**src/rtl/clock_mode_controller.sv**
```systemverilog
// Front-end controller for DigitalClock: synchronises and debounces the board switches,
// detects presses and sequences mode, field select, increment, alarm and stopwatch controls.
module clock_mode_controller #(
    parameter int DEBOUNCE_CYCLES = 1_000_000,
    parameter int REPEAT_DELAY    = 50_000_000,
    parameter int REPEAT_PERIOD   = 10_000_000
) (
    input  logic       clk,
    input  logic       global_reset_n,
    input  logic       mode_sw,
    input  logic       start_sw,
    input  logic       reset_sw,
    output logic [1:0] mode,
    output logic [1:0] select,
    output logic       increment,
    output logic       alarm_enable,
    output logic       stopwatch_run,
    output logic       stopwatch_clear
);

    localparam int DW      = $clog2(DEBOUNCE_CYCLES) + 1;
    localparam int REP_MAX = (REPEAT_DELAY > REPEAT_PERIOD) ? REPEAT_DELAY : REPEAT_PERIOD;
    localparam int RW      = $clog2(REP_MAX) + 1;

    localparam logic [DW-1:0] DB_LAST   = DW'(DEBOUNCE_CYCLES - 1);
    localparam logic [RW-1:0] REP_DELAY = RW'(REPEAT_DELAY);
    localparam logic [RW-1:0] REP_PER   = RW'(REPEAT_PERIOD);

    typedef enum logic [1:0] {
        MODE_CLOCK      = 2'd0,
        MODE_CLOCK_EDIT = 2'd1,
        MODE_ALARM_EDIT = 2'd2,
        MODE_STOPWATCH  = 2'd3
    } mode_t;

    typedef enum logic [1:0] {
        SEL_NONE = 2'd0,
        SEL_SEC  = 2'd1,
        SEL_MIN  = 2'd2,
        SEL_HOUR = 2'd3
    } select_t;

    // Switch index: 0 = mode, 1 = start, 2 = reset
    logic [2:0]    sync1;
    logic [2:0]    sync2;
    logic [2:0]    stable;
    logic [2:0]    stable_q;
    logic [DW-1:0] db_cnt [3];
    logic [2:0]    rise;

    mode_t         mode_q;
    mode_t         next_mode;
    select_t       select_q;
    logic [RW-1:0] rep_cnt;
    logic          rep_phase;

    always_ff @(posedge clk or negedge global_reset_n) begin
        if (!global_reset_n) begin
            sync1    <= '0;
            sync2    <= '0;
            stable   <= '0;
            stable_q <= '0;
            for (int i = 0; i < 3; i++) begin
                db_cnt[i] <= '0;
            end
        end else begin
            sync1    <= {reset_sw, start_sw, mode_sw};
            sync2    <= sync1;
            stable_q <= stable;
            // A level is accepted only after it has differed from the stable value for a full window
            for (int i = 0; i < 3; i++) begin
                if (sync2[i] == stable[i]) begin
                    db_cnt[i] <= '0;
                end else if (db_cnt[i] == DB_LAST) begin
                    stable[i] <= sync2[i];
                    db_cnt[i] <= '0;
                end else begin
                    db_cnt[i] <= db_cnt[i] + DW'(1);
                end
            end
        end
    end

    assign rise      = stable & ~stable_q;
    assign next_mode = mode_t'(mode_q + 2'd1);

    always_ff @(posedge clk or negedge global_reset_n) begin
        if (!global_reset_n) begin
            mode_q          <= MODE_CLOCK;
            select_q        <= SEL_NONE;
            increment       <= 1'b0;
            alarm_enable    <= 1'b0;
            stopwatch_run   <= 1'b0;
            stopwatch_clear <= 1'b0;
            rep_cnt         <= '0;
            rep_phase       <= 1'b0;
        end else begin
            increment       <= 1'b0;
            stopwatch_clear <= 1'b0;
            if (rise[0]) begin
                mode_q    <= next_mode;
                select_q  <= (next_mode == MODE_CLOCK_EDIT || next_mode == MODE_ALARM_EDIT)
                             ? SEL_SEC : SEL_NONE;
                rep_cnt   <= '0;
                rep_phase <= 1'b0;
            end else begin
                case (mode_q)
                    MODE_CLOCK: begin
                        if (rise[1]) begin
                            alarm_enable <= ~alarm_enable;
                        end
                    end
                    MODE_STOPWATCH: begin
                        if (rise[2]) begin
                            stopwatch_clear <= 1'b1;
                            stopwatch_run   <= 1'b0;
                        end else if (rise[1]) begin
                            stopwatch_run <= ~stopwatch_run;
                        end
                    end
                    default: begin
                        if (rise[2]) begin
                            select_q <= (select_q == SEL_HOUR) ? SEL_SEC : select_t'(select_q + 2'd1);
                        end
                        // rep_cnt counts edges since the last pulse; zero means auto-repeat is idle
                        if (rise[1]) begin
                            increment <= 1'b1;
                            rep_cnt   <= RW'(1);
                            rep_phase <= 1'b0;
                        end else if (!stable[1]) begin
                            rep_cnt   <= '0;
                            rep_phase <= 1'b0;
                        end else if (rep_cnt != '0) begin
                            if (rep_cnt == (rep_phase ? REP_PER : REP_DELAY)) begin
                                increment <= 1'b1;
                                rep_cnt   <= RW'(1);
                                rep_phase <= 1'b1;
                            end else begin
                                rep_cnt <= rep_cnt + RW'(1);
                            end
                        end
                    end
                endcase
            end
        end
    end

    assign mode   = mode_q;
    assign select = select_q;

endmodule

```
**config.mk**
```make
export PLATFORM = sky130hd
export DESIGN_NAME = clock_mode_controller
export DESIGN_NICKNAME = d
export VERILOG_FILES = /design/src/rtl/clock_mode_controller.sv
export SDC_FILE = /design/constraint.sdc
export NUM_CORES = 1
export LEC_CHECK = 0
export ABC_AREA = 1
export BUFFER_PORTS_ARGS = -buffer_cell sky130_fd_sc_hd__buf_2
export CAP_MARGIN = 20
export CORE_ASPECT_RATIO = 1.5
export CORE_MARGIN = 4
export CORE_UTILIZATION = 55
export CTS_BUF_LIST = sky130_fd_sc_hd__clkbuf_8
export CTS_CLUSTER_DIAMETER = 60
export DETAILED_ROUTE_END_ITERATION = 10
export GPL_TIMING_DRIVEN = 0
export PLACE_DENSITY = 0.71
export SLEW_MARGIN = 15
export SYNTH_ARGS = -nofsm -noshare
export SYNTH_HDL_FRONTEND = slang
export SYNTH_SLANG_ARGS = --single-unit
```
**constraint.sdc**
```tcl
create_clock -name clk -period 2.4 [get_ports clk]
set_input_delay 0.12 -clock clk [delete_from_list [all_inputs] [get_ports clk]]
set_output_delay 0.12 -clock clk [all_outputs]
set_load 0.1 [all_outputs]
```
After elaboration in Yosys (flattened, before gate mapping)
Cells that the tools add are included.
{ "op_classes": {"reduce_logical": 14, "eq_ne": 14, "n_bitwise": 8, "add_sub_neg": 6, "mux": 35} }
{ "op_table": {"columns": ["op", "count"], "rows": [
  ["two-way mux 27 bit", 6],
  ["two-way mux 21 bit", 6],
  ["adder 21 x 1 -> 21 bit, second input constant", 3],
  ["== test 21 x 20 -> 1 bit, second input constant", 3],
  ["adder 27 x 1 -> 27 bit, second input constant", 1],
  ["== test 27 x 26 -> 1 bit", 1],
  ["nonzero test 27 bit", 1],
  ["two-way mux 26 bit", 1],
  ["two-way mux 1 bit", 18],
  ["AND reduction 2 bit", 5],
  ["AND reduction 3 bit", 3],
  ["two-way mux 2 bit", 4],
  ["!= test 4 x 1 -> 1 bit, second input constant", 2],
  ["== test 2 bit, second input constant", 3],
  ["NOT 1 bit", 6],
  ["adder 2 x 1 -> 2 bit, second input constant", 2],
  ["nonzero test 2 bit", 2],
  ["AND 3 bit", 1],
  ["== test 1 bit", 3],
  ["NOT 3 bit", 1],
  ["== test 2 x 1 -> 1 bit, second input constant", 1],
  ["zero test 2 bit", 1],
  ["!= test 2 x 1 -> 1 bit, second input constant", 1],
  ["OR reduction 2 bit", 1],
  ["logical OR 1 bit", 1]
]} }
{ "totals": {"elab_cells": 94, "output_inout_bits": 8, "input_bits": 5, "register_bits": 111} }

Longest topological paths before layout
Gate-level depths: netlist of the first run.
{ "depth": {"ltp_word": 8, "depth_mapped": 15, "mapped_depth_nobuf": 13} }

Least setup slack after synthesis of the first run
Ideal clock, no wire load.
{ "synth_path": {"kind": "reg2reg", "start": "register mode_q[0] (netlist: mode[0])", "end": "register rep_cnt[15]", "synth_period_minus_slack_ns": 2.322, "setup_time_ns": 0.113, "path_slack_ns": 0.078, "path_stages_with_launch": 13, "n_path_buf": 2, "required_ns": 2.287, "arrival_time_ns": 2.209, "path_cell_list": "dfrtp_1 > inv_1 > ha_1 > nor2_2 > inv_2 > nand2_2 > nand2_2 > buf_6 > buf_8 > nand2_1 > nand2_1 > nand2_1 > inv_1"} }
{ "synth_via": {"elab_chain_len": 4, "word_cells_on_any_way": 5, "classes_between": "eq/ne: 2; reduce/logical: 3"} }
{ "synth_lines": {"columns": ["element", "line_no", "text"], "rows": [
  ["start: declaration", "51", "mode_t mode_q;"],
  ["start signal: assignment", "101", "mode_q <= next_mode;"],
  ["== test 2 bit or zero test 2 bit (tied branches)", "107", "case (mode_q)"],
  ["OR reduction 2 bit (no line) (*)", null, null],
  ["!= test 2 x 1 -> 1 bit (no line) (*)", null, null],
  ["AND reduction 2 bit (no line) (*)", null, null],
  ["end signal: assignment", "139", "rep_cnt <= rep_cnt + RW'(1);"],
  ["end: declaration", "54", "logic [RW-1:0] rep_cnt;"]
]} }
Every way passes the cells marked *; elsewhere a longest branch is shown, timed or not.
A chain may end at the register's enable or synchronous reset.

Worst setup path in the final report of the first run
{ "layout_path": {"start": "register rep_cnt[0]", "end": "register rep_cnt[17]"} }
{ "layout_via": {"elab_chain_len": 7, "word_cells_on_any_way": 11, "classes_between": "add/sub: 1; eq/ne: 2; mux: 6; reduce/logical: 2"} }
{ "layout_lines": {"columns": ["element", "line_no", "text"], "rows": [
  ["adder 27 x 1 -> 27 bit or == test 27 x 26 -> 1 bit (tied branches)", "139, 134", null],
  ["two-way mux 27 bit", "134", "if (rep_cnt == (rep_phase ? REP_PER : REP_DELAY)) begin"],
  ["two-way mux 27 bit", "133", "end else if (rep_cnt != '0) begin"],
  ["two-way mux 27 bit", "130", "end else if (!stable[1]) begin"],
  ["two-way mux 27 bit", "126", "if (rise[1]) begin"],
  ["two-way mux 27 bit", "107", null],
  ["two-way mux 27 bit", "100", "if (rise[0]) begin"]
]} }
Several ways; a longest one is shown, not always the timed one. The select of a mux whose other input is x is not followed.

==> reports/results.ini, run 1 <==
[floorplanning]
die_w_um = 94.7
die_height_um = 138
die_area_um2 = 13100
pin_count = 13
initial_core_util_pct = 56.1
rows = 47
coreArea_um2 = 11100

[yosys]
synth_xor_area_share_pct = 4.38
synth_compound_area_share_pct = 6.23
synth-adder-area-share_pct = 1.61
synth_edf_count = 0
synthFlopType = dfrtp_1
syn-instance-count = 834
postSynth.asyncResetShare_pct = 100
synthMuxAreaShare_pct = 0.181
synthTopCellsByArea = dfrtp_1, nand2_1, nor2_1
synth_area_leader_cell = dfrtp_1
synth_top_family_by_area = simple AND/OR/NAND/NOR gates
synthSimpleGateAreaFrac_pct = 34.3
syn_area_um2 = 6200
ys_seq_area_share_pct = 44.8
synth_cell_types = 37
synth_fp_nets = 847
ys_ff_latch = 111
ys_warn_count = 0
netlist.area_leader.share_pct = 44.8
synth.avg_cell_area_um2 = 7.44

[clock_tree]
cts_buffers = 9
clkSinkCount = 111
clockBufferDepth = 2
cts_root_buf = clkbuf_8
clk_latency_ns = 0.38
cts_resized = 0
cts_hold_buf = 4
postCtsSetupBuffers = 0
clk_pin_slew_ns = 0.11
htree_levels = 3
tritoncts = yes

[critical_path]
reg2reg_depth = 11
worstPathRequired_ns = 2.66
cp_cell_sequence = inv_1 -> ha_1 -> nand3_2 -> nor2_1 -> nand2_1 -> nor2_1 -> nand2_2 -> nand2_4 -> inv_2 -> nand2_4 -> o21ai_1
cp-start-kind = flip-flop
cp.arrival_ns = 2.14
slowest_delay_ns = 0.45
cp_top_family = simple AND/OR/NAND/NOR gates
rrSetupSlack_ns = 0.52
crit_fanout = 9
r2r_start = rep_cnt[0]$_DFFE_PN0P_
r2r-end = rep_cnt[17]$_DFFE_PN0P_
crit_end = rep_cnt[17]$_DFFE_PN0P_
path_class = flip-flop to flip-flop
endpoint_kind = flip-flop
crit_path_start = rep_cnt[0]$_DFFE_PN0P_
crit_cells = 11
cp_slowest_cell = dfrtp_1
path_buf_inv = 2

[place]
hpwl_um = 9850
gp_congestion = 0.880
io_buffers = 12

[routing]
antenna_left = 0
drt-initial-drc-count = 252
vias_per_cell = 5.25
routedWlPerCell_um = 12.9
drt_wl_total_um = 13100
vias = 5322
first_pass_iters = 5
drcViolationCount = 0

[layout]
final_cell_mix = nand2_1, nor2_1, inv_1, dfrtp_1, nand3_1
syn_to_final_growth_pct = 8.03
fillers = 1082
antenna_cells = 0
nets = 875
layout-drive-gt1-share_pct = 8.88
mostFrequentLayoutCell = nand2_1

[power_and_ir_drop]
cellPowerDensity_nw_per_um2 = 457
clkPwrFrac_pct = 34.9
switching_power_w = 0.000760
switching_share_pct = 24.8
vdd_ir_drop_max_uv = 367
internal_power_w = 0.00231
leakage_nw = 3.14
combinationalPowerShare_pct = 3.2
seq_power_share_pct = 61.9

[sta]
finClkSkew_ns = 0.0134
timing.hold.ws_ns = 0.194
setup_tns_ns = 0
fmaxAchievable_ghz = 0.533
worst_pin_slew_ns = 0.562
hold_viol = 0
slew_violations = 0
finalSetupViolations = 0
fin_crit_sh_pct = 78.2
layout_min_cycle_time_ns = 1.88
rsz0062_at_grt = no
max_slew_margin_pct = 62.4

[grt]
antenna_found_initial = 0
grt_max_degree = 78
grt_pass1_vias = 5181
grt_pass1_wl_um = 23100
overflow = 0
track_usage_pct = 21.6

[worst_hold_path]
hold_path.class = input port to async pin

[job]
drv_cap = 0

[outcome]
outcome = completed

registers in the layout, indices dropped and copies added (netlist names):
register / cells
select: 2
rep_phase: 1
increment: 1
sync1: 3
stable: 3
stopwatch_clear: 1
stopwatch_run: 1
rep_cnt: 27
alarm_enable: 1
sync2: 3
db_cnt: 63
stable_q: 3
mode: 2
cell type report:
type	count	area [um^2]	share of cell area, %
Buffer	5	48.8	0.728
Clock buffer	9	124	1.85
Clock inverter	7	56.3	0.840
Inverter	128	480	7.17
Multi-Input combinational cell	590	2900	43.2
Sequential cell	111	2780	41.4
Tap cell	147	184	2.74
Timing Repair Buffer	17	134	2.00
Yosys cell counts, types with 7 or more instances:
| cell | instances |
|---|---|
| nand2_1 | 196 |
| nor2_1 | 135 |
| inv_1 | 120 |
| dfrtp_1 | 111 |
| nand3_1 | 56 |
| nor3_1 | 36 |
| a21oi_1 | 28 |
| o21ai_0 | 26 |
| xor2_1 | 25 |
| nand4_1 | 16 |
| nand2_2 | 11 |
| ha_1 | 8 |
| nor2_2 | 8 |
| inv_2 | 7 |
| o21ai_2 | 7 |
layer usage:
| metal | track usage, % | up-vias | part of all wire (%) |
|---|---|---|---|
| met5 | 0 | - | 0 |
| met4 | 7.30 | 0 | 1.9 |
| met3 | 2.99 | 22 | 2.8 |
| met2 | 37.4 | 96 | 52 |
| met1 | 27.4 | 2520 | 43 |
| li1 | - | 2684 | - |
power groups by stage:
| stage | Clock (W) | Combinational (W) | Sequential [W] |
|---|---|---|---|
| 6_report | 0.00107 | 0.0000980 | 0.00190 |
| 3_5_place_dp | 0 | 0.0000973 | 0.00193 |
| 3_3_place_gp | 0 | 0.0000873 | 0.00193 |
| 2_1_floorplan | 0 | 0.0000378 | 0.00193 |
| 5_1_grt | 0.00116 | 0.000117 | 0.00190 |
| 4_1_cts | 0.00110 | 0.000102 | 0.00190 |
kinds of logic (layout without fill, tap and decap cells):
| group | after synthesis | after routing |
|---|---|---|
| AO/OA/AOI/OAI | 69 | 69 |
| XOR/XNOR | 31 | 31 |
| adder cells (fa/ha/maj) | 8 | 8 |
| buffers and inverters | 133 | 166 |
| flip-flops | 111 | 111 |
| multiplexers | 1 | 1 |
| AND/OR/NAND/NOR | 481 | 481 |
worst min-delay path by stage:
stage | from | endpoint | slack [ns] | cells after the start
2_1_floorplan | global_reset_n | alarm_enable$_DFFE_PN0P_ | -0.18 | 0
3_3_place_gp | mode_sw | sync1[0]$_DFF_PN0_ | 0.23 | 1
3_5_place_dp | global_reset_n | db_cnt[56]$_DFF_PN0_ | 0.05 | 1
4_1_cts | global_reset_n | db_cnt[56]$_DFF_PN0_ | 0.20 | 2
5_1_grt | global_reset_n | db_cnt[55]$_DFF_PN0_ | 0.23 | 2
6_report | global_reset_n | db_cnt[56]$_DFF_PN0_ | 0.19 | 2
per-stage QoR:
step / utilization (%) / power [W] / worst slack, ns / instance area [um^2] / std cells
global placement: 58.3 / 0.00202 / -0.0691 / 6450 / 993
CTS: 60.6 / 0.00310 / 0.511 / 6700 / 1014
global route: 60.6 / 0.00318 / 0.304 / 6700 / 1014
floorplan: - / 0.00197 / 0.0782 / 6200 / 834
finish: 60.6 / 0.00307 / 0.524 / 6700 / 1014
detailed placement: 58.6 / 0.00203 / 0.527 / 6480 / 994
worst register-to-register path, stage by stage, from the launching register on:
cell	delay, ns
dfrtp_1	0.45
inv_1	0.13
ha_1	0.18
nand3_2	0.09
nor2_1	0.15
nand2_1	0.06
nor2_1	0.11
nand2_2	0.17
nand2_4	0.13
inv_2	0.07
nand2_4	0.14
o21ai_1	0.09
(Power assumes the default switching activity.)
==> run 2, diff against run 1 <==
PLACE_DENSITY = 0.74   (was 0.71)
clock period = 1.64 ns   (was 2.4 ns; I/O delays follow)
==> run 2 against run 1 <==
The flow now finishes with violations (setup timing). Clock power up 50%. Clock skew decreased by 0.0031 ns. Maximum frequency is 8.0% higher. Sequential power rose by 46%. Cell count up 5.3%. Sequential cell count unchanged. Cell area up 17%. Highest routed layer unchanged.
==> reports/results.ini, run 2 (synthesis results as in run 1) <==
[critical_path]
cp_slowest_cell = dfrtp_1  ; unchanged
cp_top_family = simple AND/OR/NAND/NOR gates  ; unchanged
path_class = flip-flop to flip-flop  ; unchanged
cp.arrival_ns = 2.02  ; was 2.14 ns
worstPathRequired_ns = 1.92  ; was 2.66 ns
r2r_start = rep_cnt[0]$_DFFE_PN0P_  ; unchanged
slowest_delay_ns = 0.43  ; was 0.45 ns
crit_fanout = 6  ; was 9
cp_common_cell = nand2_1
cp-start-kind = flip-flop  ; unchanged
path_buf_inv = 3  ; was 2
crit_path_start = rep_cnt[0]$_DFFE_PN0P_  ; unchanged
endpoint_kind = flip-flop  ; unchanged
cp_cell_sequence = buf_6 -> ha_4 -> nand2_1 -> nor2_2 -> nand2_4 -> inv_2 -> nand2_1 -> nand3_1 -> nand3_2 -> nand2_1 -> inv_1  ; was inv_1 -> ha_1 -> nand3_2 -> nor2_1 -> nand2_1 -> nor2_1 -> nand2_2 -> nand2_4 -> inv_2 -> nand2_4 -> o21ai_1

[routing]
first_pass_iters = 5  ; unchanged
vias = 5754  ; was 5,322
vias_per_cell = 5.39  ; was 5.25
drt_wl_total_um = 15500  ; was 13,100 um
routedWlPerCell_um = 14.5  ; was 12.9 um
antenna_left = 0  ; unchanged
drt-initial-drc-count = 391  ; was 252
drcViolationCount = 0  ; unchanged

[layout]
top_register = db_cnt  ; unchanged
final_cell_mix = nand2_1, nor2_1, inv_1, dfrtp_1, buf_4  ; was nand2_1, nor2_1, inv_1, dfrtp_1, nand3_1
largest_reg_flops = 63  ; unchanged
mostFrequentLayoutCell = nand2_1  ; unchanged
antenna_cells = 0  ; unchanged
layout-drive-gt1-share_pct = 26.3  ; was 8.88%
fin_util_pct = 70.6  ; was 60.6%
fillers = 828  ; was 1,082
reg_top3 = db_cnt x63, rep_cnt x27  ; unchanged
syn_to_final_growth_pct = 25.9  ; was 8.03%
stdcell_area_um2 = 7810  ; was 6700 um^2
nets = 929  ; was 875

[worst_hold_path]
hold_path.class = input port to async pin  ; unchanged

[clock_tree]
clkSinkCount = 111  ; unchanged
clk_pin_slew_ns = 0.11  ; about the same
cts_root_buf = clkbuf_8  ; unchanged
clockBufferDepth = 2  ; unchanged
cts_buffers = 9  ; unchanged
tritoncts = yes  ; unchanged
htree_levels = 3  ; unchanged
clk_latency_ns = 0.38  ; about the same

[power_and_ir_drop]
leakage_nw = 3.64  ; was 3.14 nW
cellPowerDensity_nw_per_um2 = 588  ; was 457 nW/um^2
vdd_ir_drop_max_uv = 634  ; was 367 uV
power_w = 0.00459  ; was 0.00307 W

[grt]
grt_pass1_wl_um = 24400  ; was 23,100 um
track_usage_pct = 22.9  ; was 21.6%
overflow = 0  ; unchanged
grt_max_degree = 78  ; unchanged
antenna_found_initial = 0  ; unchanged
grt_pass1_vias = 5593  ; was 5,181

[place]
dpl_cell_area_um2 = 6560  ; was 6480 um^2
hpwl_um = 9950  ; was 9850 um
io_buffers = 12  ; unchanged
pre_cts_slack_ns = -0.225  ; was 0.527 ns
gp_congestion = 0.944  ; was 0.880

[sta]
hold_viol = 0  ; unchanged
worst_slack_ns = -0.0965  ; was 0.524 ns
finClkSkew_ns = 0.0104  ; was 0.0134 ns
max_slew_margin_pct = 58.7  ; was 62.4%
layout_min_cycle_time_ns = 1.74  ; was 1.88 ns
slew_violations = 0  ; unchanged
finalSetupViolations = 38  ; was 0
worst_pin_slew_ns = 0.617  ; was 0.562 ns
fmaxAchievable_ghz = 0.576  ; was 0.533 GHz
fin_crit_sh_pct = 106  ; was 78.2%
rsz0062_at_grt = yes  ; was no
setup_tns_ns = -1.73  ; was 0 ns

[floorplanning]
rows = 47  ; unchanged
die_height_um = 138  ; unchanged
die_area_um2 = 13100  ; unchanged
initial_core_util_pct = 56.1  ; unchanged
pin_count = 13  ; unchanged
coreArea_um2 = 11100  ; unchanged
die_w_um = 94.7  ; unchanged

[outcome]
outcome = complete, but fails checks  ; was completed
violations = setup timing

[job]
drv_cap = 0  ; unchanged

[run 2: path summary, 6_finish.rpt]
path,slack [ns],end,cells past startpoint
setup / recovery,-0.1,rep_cnt[10]$_DFFE_PN0P_,11
hold / removal,0.14,rep_cnt[20]$_DFFE_PN0P_,2
setup reg to reg,-0.1,rep_cnt[10]$_DFFE_PN0P_,11
hold reg to reg,0.36,sync2[0]$_DFF_PN0_,0
max in group asynchronous,0.80,db_cnt[53]$_DFF_PN0_,3
min in group clk,0.34,sync1[0]$_DFF_PN0_,2
[run 2: final cells by class]
cell class | count | area (um^2) | area share (%)
Multi-Input combinational cell | 591 | 3460 | 44.3
Sequential cell | 111 | 2790 | 35.7
Timing Repair Buffer | 70 | 632 | 8.09
Inverter | 128 | 490 | 6.28
Tap cell | 147 | 184 | 2.36
Clock buffer | 10 | 138 | 1.76
Buffer | 5 | 67.6 | 0.865
Clock inverter | 6 | 48.8 | 0.625
[run 2: what timing repair did]
item | CTS | global route
buffers inserted | 31 | 19
endpoints found under the hold margin | 114 | 0
endpoints found under the setup margin | 64 | 73
pin swaps | 36 | 27
cloned | 3 | 1
hold buffers | 4 | 0
resized for setup | 59 | 101
[run 2: worst reg2reg max path, stage by stage, from the launching register on]
cell	delay, ns
dfrtp_1	0.43
buf_6	0.13
ha_4	0.13
nand2_1	0.08
nor2_2	0.17
nand2_4	0.12
inv_2	0.17
nand2_1	0.08
nand3_1	0.15
nand3_2	0.08
nand2_1	0.06
inv_1	0.04
[run 2: stage by stage]
stage               std cells  hold WS (ns)
floorplan                 834        -0.214
global placement          993         0.191
detailed placement        994      -0.00545
CTS                      1048         0.133
global route             1068         0.151
finish                   1068         0.140
[run 2: where the power goes]
| part | switching, W | internal [W] |
|---|---|---|
| combinational | 0.000126 | 0.0000740 |
| sequential | 0.0000202 | 0.00276 |
| clock | 0.00100 | 0.000614 |
| total | 0.00115 | 0.00345 |
[run 2: layer usage]
layer / track usage, % / routed length, um / vias to the layer above
met5: 0 / 0 / -
met4: 9.35 / 663 / 0
met3: 3.80 / 572 / 64
met2: 40.4 / 8390 / 178
met1: 27.0 / 5900 / 2717
li1: - / - / 2795
